## src/rtl/imem_loader.sv

```systemverilog
// ---------------------------------------------------------------------------
// imem_loader
//   Boot-time program loader placed in front of the core's instruction memory.
//   It takes a byte stream over a valid/ready handshake and parses each frame
//   as: LEN_LO, LEN_HI, N*4 little-endian data bytes, then CSUM. Each completed
//   word is written to instruction memory in a one-cycle WRITE slot. The 8-bit
//   sum of every frame byte, CSUM included, must be zero. The core is held
//   until a frame loads with a good checksum.
//
//   Optional build macro: LOADER_TIMEOUT_EN
//     When defined, an inter-byte idle counter runs in LEN1/DATA/CSUM and forces
//     ERR with err_code=11 after TIMEOUT_CYCLES idle cycles.
//
// Ports:
//   clk, rst_n         clock (rising edge), asynchronous active-low reset
//   byte_valid/_data   upstream byte stream
//   byte_ready         loader can take a byte this cycle
//   reload             one-cycle pulse, restarts loading from DONE or ERR
//   imem_we/addr/wdata instruction memory write port (word-aligned address)
//   core_hold          1 = core stalled
//   load_done          image loaded, checksum good
//   load_error         load failed
//   err_code           00 none, 01 too long, 10 bad checksum, 11 timeout
// ---------------------------------------------------------------------------
module imem_loader #(
    parameter logic [31:0] BASE_ADDR      = 32'h0000_0000,
    parameter int          DEPTH_WORDS    = 256,
    parameter int          TIMEOUT_CYCLES = 100000
) (
    input  logic        clk,
    input  logic        rst_n,
    input  logic        byte_valid,
    input  logic [7:0]  byte_data,
    output logic        byte_ready,
    input  logic        reload,
    output logic        imem_we,
    output logic [31:0] imem_addr,
    output logic [31:0] imem_wdata,
    output logic        core_hold,
    output logic        load_done,
    output logic        load_error,
    output logic [1:0]  err_code
);

    typedef enum logic [2:0] {
        S_LEN0, S_LEN1, S_DATA, S_WRITE, S_CSUM, S_DONE, S_ERR
    } state_t;

    localparam logic [31:0] DEPTH32 = 32'(DEPTH_WORDS);

    state_t      r_state, w_next;
    logic        r_live;       // low only until the first edge after reset
    logic [15:0] r_len;
    logic [15:0] r_word_idx;
    logic [1:0]  r_byte_idx;
    logic [7:0]  r_csum;
    logic [23:0] r_word;       // lower three bytes of the word being built
    logic [31:0] r_addr;
    logic [31:0] r_wdata;
    logic [1:0]  r_err;

    logic        w_accept;
    logic [7:0]  w_sum;
    logic [31:0] w_len;
    logic        w_too_long;
    logic        w_reload;
    logic        w_tmo;

    assign w_accept   = byte_valid && byte_ready;
    assign w_sum      = r_csum + byte_data;
    assign w_len      = {16'd0, byte_data, r_len[7:0]};
    assign w_too_long = (w_len > DEPTH32);
    assign w_reload   = reload && ((r_state == S_DONE) || (r_state == S_ERR));

`ifdef LOADER_TIMEOUT_EN
    localparam logic [31:0] TMO_LAST = 32'(TIMEOUT_CYCLES - 1);

    logic [31:0] r_idle;
    logic        w_counting;

    assign w_counting = (r_state == S_LEN1) || (r_state == S_DATA) ||
                        (r_state == S_CSUM);
    assign w_tmo      = w_counting && !w_accept && (r_idle == TMO_LAST);

    // WRITE holds the count so the bubble cycle is not charged to the source.
    always_ff @(posedge clk or negedge rst_n) begin
        if (!rst_n)
            r_idle <= 32'd0;
        else if (w_accept)
            r_idle <= 32'd0;
        else if (w_counting)
            r_idle <= r_idle + 32'd1;
        else if (r_state != S_WRITE)
            r_idle <= 32'd0;
    end
`else
    assign w_tmo = 1'b0;
`endif

    // ---------------- state register ----------------
    always_ff @(posedge clk or negedge rst_n) begin
        if (!rst_n) begin
            r_state <= S_LEN0;
            r_live  <= 1'b0;
        end else begin
            r_state <= w_next;
            r_live  <= 1'b1;
        end
    end

    // ---------------- next state ----------------
    always_comb begin
        w_next = r_state;
        case (r_state)
            S_LEN0:  if (w_accept) w_next = S_LEN1;
            S_LEN1: begin
                if (w_accept) begin
                    if (w_too_long)             w_next = S_ERR;
                    else if (w_len == 32'd0)    w_next = S_CSUM;
                    else                        w_next = S_DATA;
                end else if (w_tmo) begin
                    w_next = S_ERR;
                end
            end
            S_DATA: begin
                if (w_accept && (r_byte_idx == 2'd3)) w_next = S_WRITE;
                else if (!w_accept && w_tmo)          w_next = S_ERR;
            end
            S_WRITE: begin
                if ((r_word_idx + 16'd1) == r_len) w_next = S_CSUM;
                else                               w_next = S_DATA;
            end
            S_CSUM: begin
                if (w_accept) w_next = (w_sum == 8'd0) ? S_DONE : S_ERR;
                else if (w_tmo) w_next = S_ERR;
            end
            S_DONE:  if (reload) w_next = S_LEN0;
            S_ERR:   if (reload) w_next = S_LEN0;
            default: w_next = S_LEN0;
        endcase
    end

    // ---------------- outputs ----------------
    always_comb begin
        byte_ready = 1'b0;
        imem_we    = 1'b0;
        core_hold  = 1'b1;
        load_done  = 1'b0;
        load_error = 1'b0;
        case (r_state)
            S_LEN0, S_LEN1, S_DATA, S_CSUM: byte_ready = r_live;
            S_WRITE: imem_we    = 1'b1;
            S_DONE: begin
                core_hold = 1'b0;
                load_done = 1'b1;
            end
            S_ERR:   load_error = 1'b1;
            default: ;
        endcase
    end

    assign imem_addr  = r_addr;
    assign imem_wdata = r_wdata;
    assign err_code   = r_err;

    // ---------------- datapath ----------------
    // Address and data are captured as the 4th byte arrives, so they are
    // stable during WRITE and simply hold afterwards.
    always_ff @(posedge clk or negedge rst_n) begin
        if (!rst_n) begin
            r_len      <= 16'd0;
            r_word_idx <= 16'd0;
            r_byte_idx <= 2'd0;
            r_csum     <= 8'd0;
            r_word     <= 24'd0;
            r_addr     <= BASE_ADDR;
            r_wdata    <= 32'd0;
            r_err      <= 2'b00;
        end else begin
            if (w_reload) begin
                r_word_idx <= 16'd0;
                r_byte_idx <= 2'd0;
                r_csum     <= 8'd0;
                r_err      <= 2'b00;
            end
            if (w_accept) begin
                r_csum <= w_sum;
                case (r_state)
                    S_LEN0: r_len[7:0] <= byte_data;
                    S_LEN1: begin
                        r_len[15:8] <= byte_data;
                        if (w_too_long) r_err <= 2'b01;
                    end
                    S_DATA: begin
                        r_byte_idx <= r_byte_idx + 2'd1;
                        case (r_byte_idx)
                            2'd0: r_word[7:0]   <= byte_data;
                            2'd1: r_word[15:8]  <= byte_data;
                            2'd2: r_word[23:16] <= byte_data;
                            default: begin
                                r_wdata <= {byte_data, r_word};
                                r_addr  <= BASE_ADDR + {14'd0, r_word_idx, 2'b00};
                            end
                        endcase
                    end
                    S_CSUM: if (w_sum != 8'd0) r_err <= 2'b10;
                    default: ;
                endcase
            end
            if (r_state == S_WRITE)
                r_word_idx <= r_word_idx + 16'd1;
            if (w_tmo)
                r_err <= 2'b11;
        end
    end

endmodule

```

## config.mk

```make
export PLATFORM = sky130hd
export DESIGN_NAME = imem_loader
export DESIGN_NICKNAME = d
export VERILOG_FILES = /design/src/rtl/imem_loader.sv
export SDC_FILE = /design/constraint.sdc
export NUM_CORES = 1
export LEC_CHECK = 0
export BUFFER_PORTS_ARGS = -buffer_cell sky130_fd_sc_hd__buf_4
export CAP_MARGIN = 15
export CORE_MARGIN = 4
export CORE_UTILIZATION = 52
export DETAILED_ROUTE_END_ITERATION = 16
export HOLD_SLACK_MARGIN = 0.1
export MAX_ROUTING_LAYER = met4
export PLACE_DENSITY = 0.78
export SETUP_SLACK_MARGIN = 0.3
export SYNTH_ARGS = -nofsm -noshare
export SYNTH_HDL_FRONTEND = slang
export SYNTH_SLANG_ARGS = --single-unit
```

## constraint.sdc

```tcl
create_clock -name clk -period 2.2 [get_ports clk]
set_clock_uncertainty 0.1 [all_clocks]
set_input_delay 0.11 -clock clk [delete_from_list [all_inputs] [get_ports clk]]
set_output_delay 0.11 -clock clk [all_outputs]
set_load 0.005 [all_outputs]
```

==> qor.txt <==
Result of the run = finished, violations left
Violated checks = negative setup slack
Placed cell count = 754
Total routing usage reported by global routing = 25.12%
Final worst-path cycle share = 105.8%
Final setup fails = 4
Cell class contributing the biggest share of worst-path delay = compound AO/OA/AOI/OAI gates
Net load switching power = 3.229 mW
Worst Max-Slew Pin Slew = 608.1 ps
Number of detailed-route iterations in the first pass = 5
Max_slew headroom = 59.46%
Slowest cell on crit path = dfrtp_1
Total via count after detailed routing = 4,678
Required arrival time at the worst endpoint = 2410 ps
Final hold viol count = 0
Power share of the sequential group = 37.2%
Count of nets left with antenna violations after detail routing = 0
Aggregate routed wire length = 15,790 µm
Netlist area before placement = 0.006051 mm²
Cell leakage power = 3.749 nW
Number of buffers created by CTS = 17
Unique cell type count in the Yosys netlist = 66
Via density per instance = 5.761
Internal power = 6.269 mW
Worst slack after detailed placement = -167.4 ps
Area Growth Syn to Fin = 31.80%
Clock network fraction of design power = 27.8%
Maximum number of pins on one net before global-route repair = 44
Average footprint of a synthesized cell = 11.50 µm²
Switching power as a share of total power = 34.00%
Count of pins over their slew limit = 0
Max-cap violation count = 0
Worst-path clk slew = 60 ps
Post-layout worst setup margin = -128.6 ps
PortBufs = 66
Highest metal layer with signal wires = met4
Synth Register Bits = 120
CP endpoint kind = flip-flop
Synth Instances = 526
Remaining design rule violation count = 0
Die ar. = 0.01343 mm²
Number of antenna violations at the first check in global routing = 0
Share of cells above drive strength 1 = 45.44%
Number of flops mapped to enable cells by yosys = 0
Critical path fanouts, max = 3
Async set-reset flop share out of synthesis = 100.0%
Max H-tree Level = 4
Cell accounting for the most synthesized area = dfrtp_1
Tmin final = 2329 ps
Global-route wire length before repair = 25,150 µm
Buffer cell driving the clock tree root = clkbuf_16
Max incr delay on CP = 380 ps
Portion of synthesized cell area occupied by the leading cell type = 49.63%
Detailed-routing wirelength on met1 = 6281 µm
Maximum ir drop on the vdd rail = 0.8985 mV
Number of warnings reported in the yosys synthesis log = 0
Cell Chain, Critical Path = ha_4 > inv_2 > fa_2 > nor2b_4 > o211ai_1 > a211oi_2 > and4_4 > a31oi_2 > a31o_2
Unrepaired setup endpoints after global routing = yes
Power per standard cell area = 1191 mW/mm²
Initial core utilization = 52.99%
Die H = 115.9 µm
Row cnt = 39
Classification of the worst-slack hold path = primary input to flip-flop
Sequential element share of the synthesized area = 49.63%
Global route overflow = 0
Accumulated negative setup slack = -352.3 ps
Number of sinks on the clock net = 120
Iter 0 DRT Violations = 393
Post-DP HPWL = 9909 µm
Worst Setup Path Type = flip-flop to flip-flop
Core footprint = 0.01142 mm²
Number of buffers and inverters on the critical path = 1
Skew-Pair Late Insertion Delay = 420 ps
X dimension of the die = 115.9 µm
IO Pins = 83
Deepest clock path buffer count = 2
Top flip-flop cell by instance count after synthesis = dfrtp_1
Non-filler instance count after layout = 812
Post-Route Utilization = 69.84%
Met2 WL = 8221 µm
ANT cells = 0
Met3 routed wirelength = 974 µm
Gp weighted congestion = 0.9289
CTS tree = yes
Arrival time of data at the critical path endpoint = 2530 ps
Sort of element at the start of the critical path = flip-flop
Biggest area contributors in the synthesized netlist = dfrtp_1, mux2_2, o21ai_0, buf_4, ha_1
Final layout net count = 681
Per-cell routed wire length = 19.45 µm
Number of global-route vias before repair = 4,861
Share of total power in combinational logic = 35.0%
Maximum frequency from static timing analysis = 429.5 MHz
[logic make-up after synthesis]
logic type / after synthesis / share of synthesized area (%)
AND/OR/NAND/NOR: 129 / 11.95
flip-flops: 120 / 49.63
AO/OA/AOI/OAI: 89 / 9.533
multiplexers: 87 / 16.15
buffers and inverters: 60 / 6.038
XOR/XNOR: 26 / 3.763
adder cells (fa/ha/maj): 13 / 2.812
other: 2 / 0.1241
[final timing paths]
| kind | depth (start not counted) | slack (ps) | startpoint | to |
|---|---|---|---|---|
| worst max register to register | 9 | -130 | r_csum[0]$_DFFE_PN0P_ | err_code[1]$_DFF_PN0_ |
| min in group asynchronous | 2 | 140 | rst_n | imem_addr[4]$_DFFE_PN0P_ |
| max in group asynchronous | 3 | 1200 | rst_n | r_word_idx[7]$_DFFE_PN0P_ |
| worst min-delay path | 4 | 80 | byte_data[0] | r_csum[0]$_DFFE_PN0P_ |
| worst min register to register | 1 | 400 | r_word[2]$_DFFE_PN0P_ | imem_wdata[2]$_DFFE_PN0P_ |
| worst max-delay path | 9 | -130 | r_csum[0]$_DFFE_PN0P_ | err_code[1]$_DFF_PN0_ |
[layer usage]
layer / vias to the layer above / track usage [%]
met2: 174 / 41.39
met3: 35 / 6.475
met4: 0 / 9.049
met5: - / -
li1: 2104 / -
met1: 2365 / 29.92
[final cells by class]
type | instances | area (µm²)
clock buffer | 19 | 442.9
clock inverter | 13 | 123.9
fill | 787 | 3443
inverter | 14 | 52.55
multi-input combinational | 361 | 3003
sequential | 120 | 3012
tap | 143 | 178.9
timing repair buffer | 142 | 1162
[power by group through the flow]
stage	sequential, mW	combinational, mW	clock (mW)
after global routing	3.63	3.63	2.76
after global placement	3.45	2.69	0
final	3.54	3.33	2.64
after detailed placement	3.50	2.84	0
after floorplan	3.35	1.94	0
after CTS	3.51	3.02	2.65
[cell usage in the layout, fill, tap and decap left out, types with 3 or more instances in the layout]
cell type / n
nor4_1: 4
ha_1: 9
nand3_4: 3
nor2_1: 20
conb_1: 17
a21oi_1: 10
dfrtp_1: 113
o21ai_1: 7
inv_1: 12
dfrtp_2: 7
buf_4: 122
nand2_1: 29
nand4_1: 6
dlygate4sd3_1: 11
xor2_1: 10
nor4_4: 3
clkbuf_16: 17
nand3_1: 17
ha_4: 3
nor3_1: 4
nor4_2: 4
o211ai_1: 4
and2_1: 4
o31ai_1: 6
clkinv_4: 6
nand3b_1: 3
xnor2_1: 12
buf_6: 5
xor2_2: 3
o21ai_0: 33
buf_12: 4
mux2_2: 85
clkinvlp_4: 3
nor2b_1: 5
[timing repair]
item / CTS / global route
hold buffers: 11 / 1
setup buffers: 8 / 6
resized for setup: 32 / 20
hold endpoints to repair: 171 / 6
pin swaps: 10 / 7
gates cloned: 1 / 0
setup endpoints to repair: 92 / 96
[state kept, by name, indices dropped and copies added (netlist names)]
register / count
imem_wdata: 32
r_word: 24
imem_addr: 16
r_len: 16
r_word_idx: 16
r_csum: 8
r_state: 3
err_code: 2
r_byte_idx: 2
r_live: 1
[worst register-to-register path, cell delays in order, from the launching register on]
cell and delay, ps:
dfrtp_1 380, ha_4 150, inv_2 30, fa_2 380, nor2b_4 180, o211ai_1 170
a211oi_2 250, and4_4 270, a31oi_2 90, a31o_2 220
[synth_stat cells, drive strengths merged (3+ instances only)]
master  count
nor3        7
xnor2      13
buf        31
clkbuf     15
o31ai       6
nand4       8
o211ai      4
nand3b      3
nor2b       6
xor2       13
o21bai      3
ha         12
inv        14
a31oi       3
mux2       85
o21ai      41
and3        3
nand2      29
nor4       11
or2         3
and2        7
nor2       21
dfrtp     120
a21oi      12
nand3      20
[through the flow]
step / area [µm²] / hold slack (ps) / power, mW
detailed placement: 6955 / 58.87 / 6.343
global placement: 6955 / 53.55 / 6.143
CTS: 7830 / 149.1 / 9.179
finish: 7975 / 75.96 / 9.498
floorplan: 6201 / -285.6 / 5.286
global route: 7975 / 102.3 / 10.02
No activity file was read; power rests on OpenSTA's default activity.
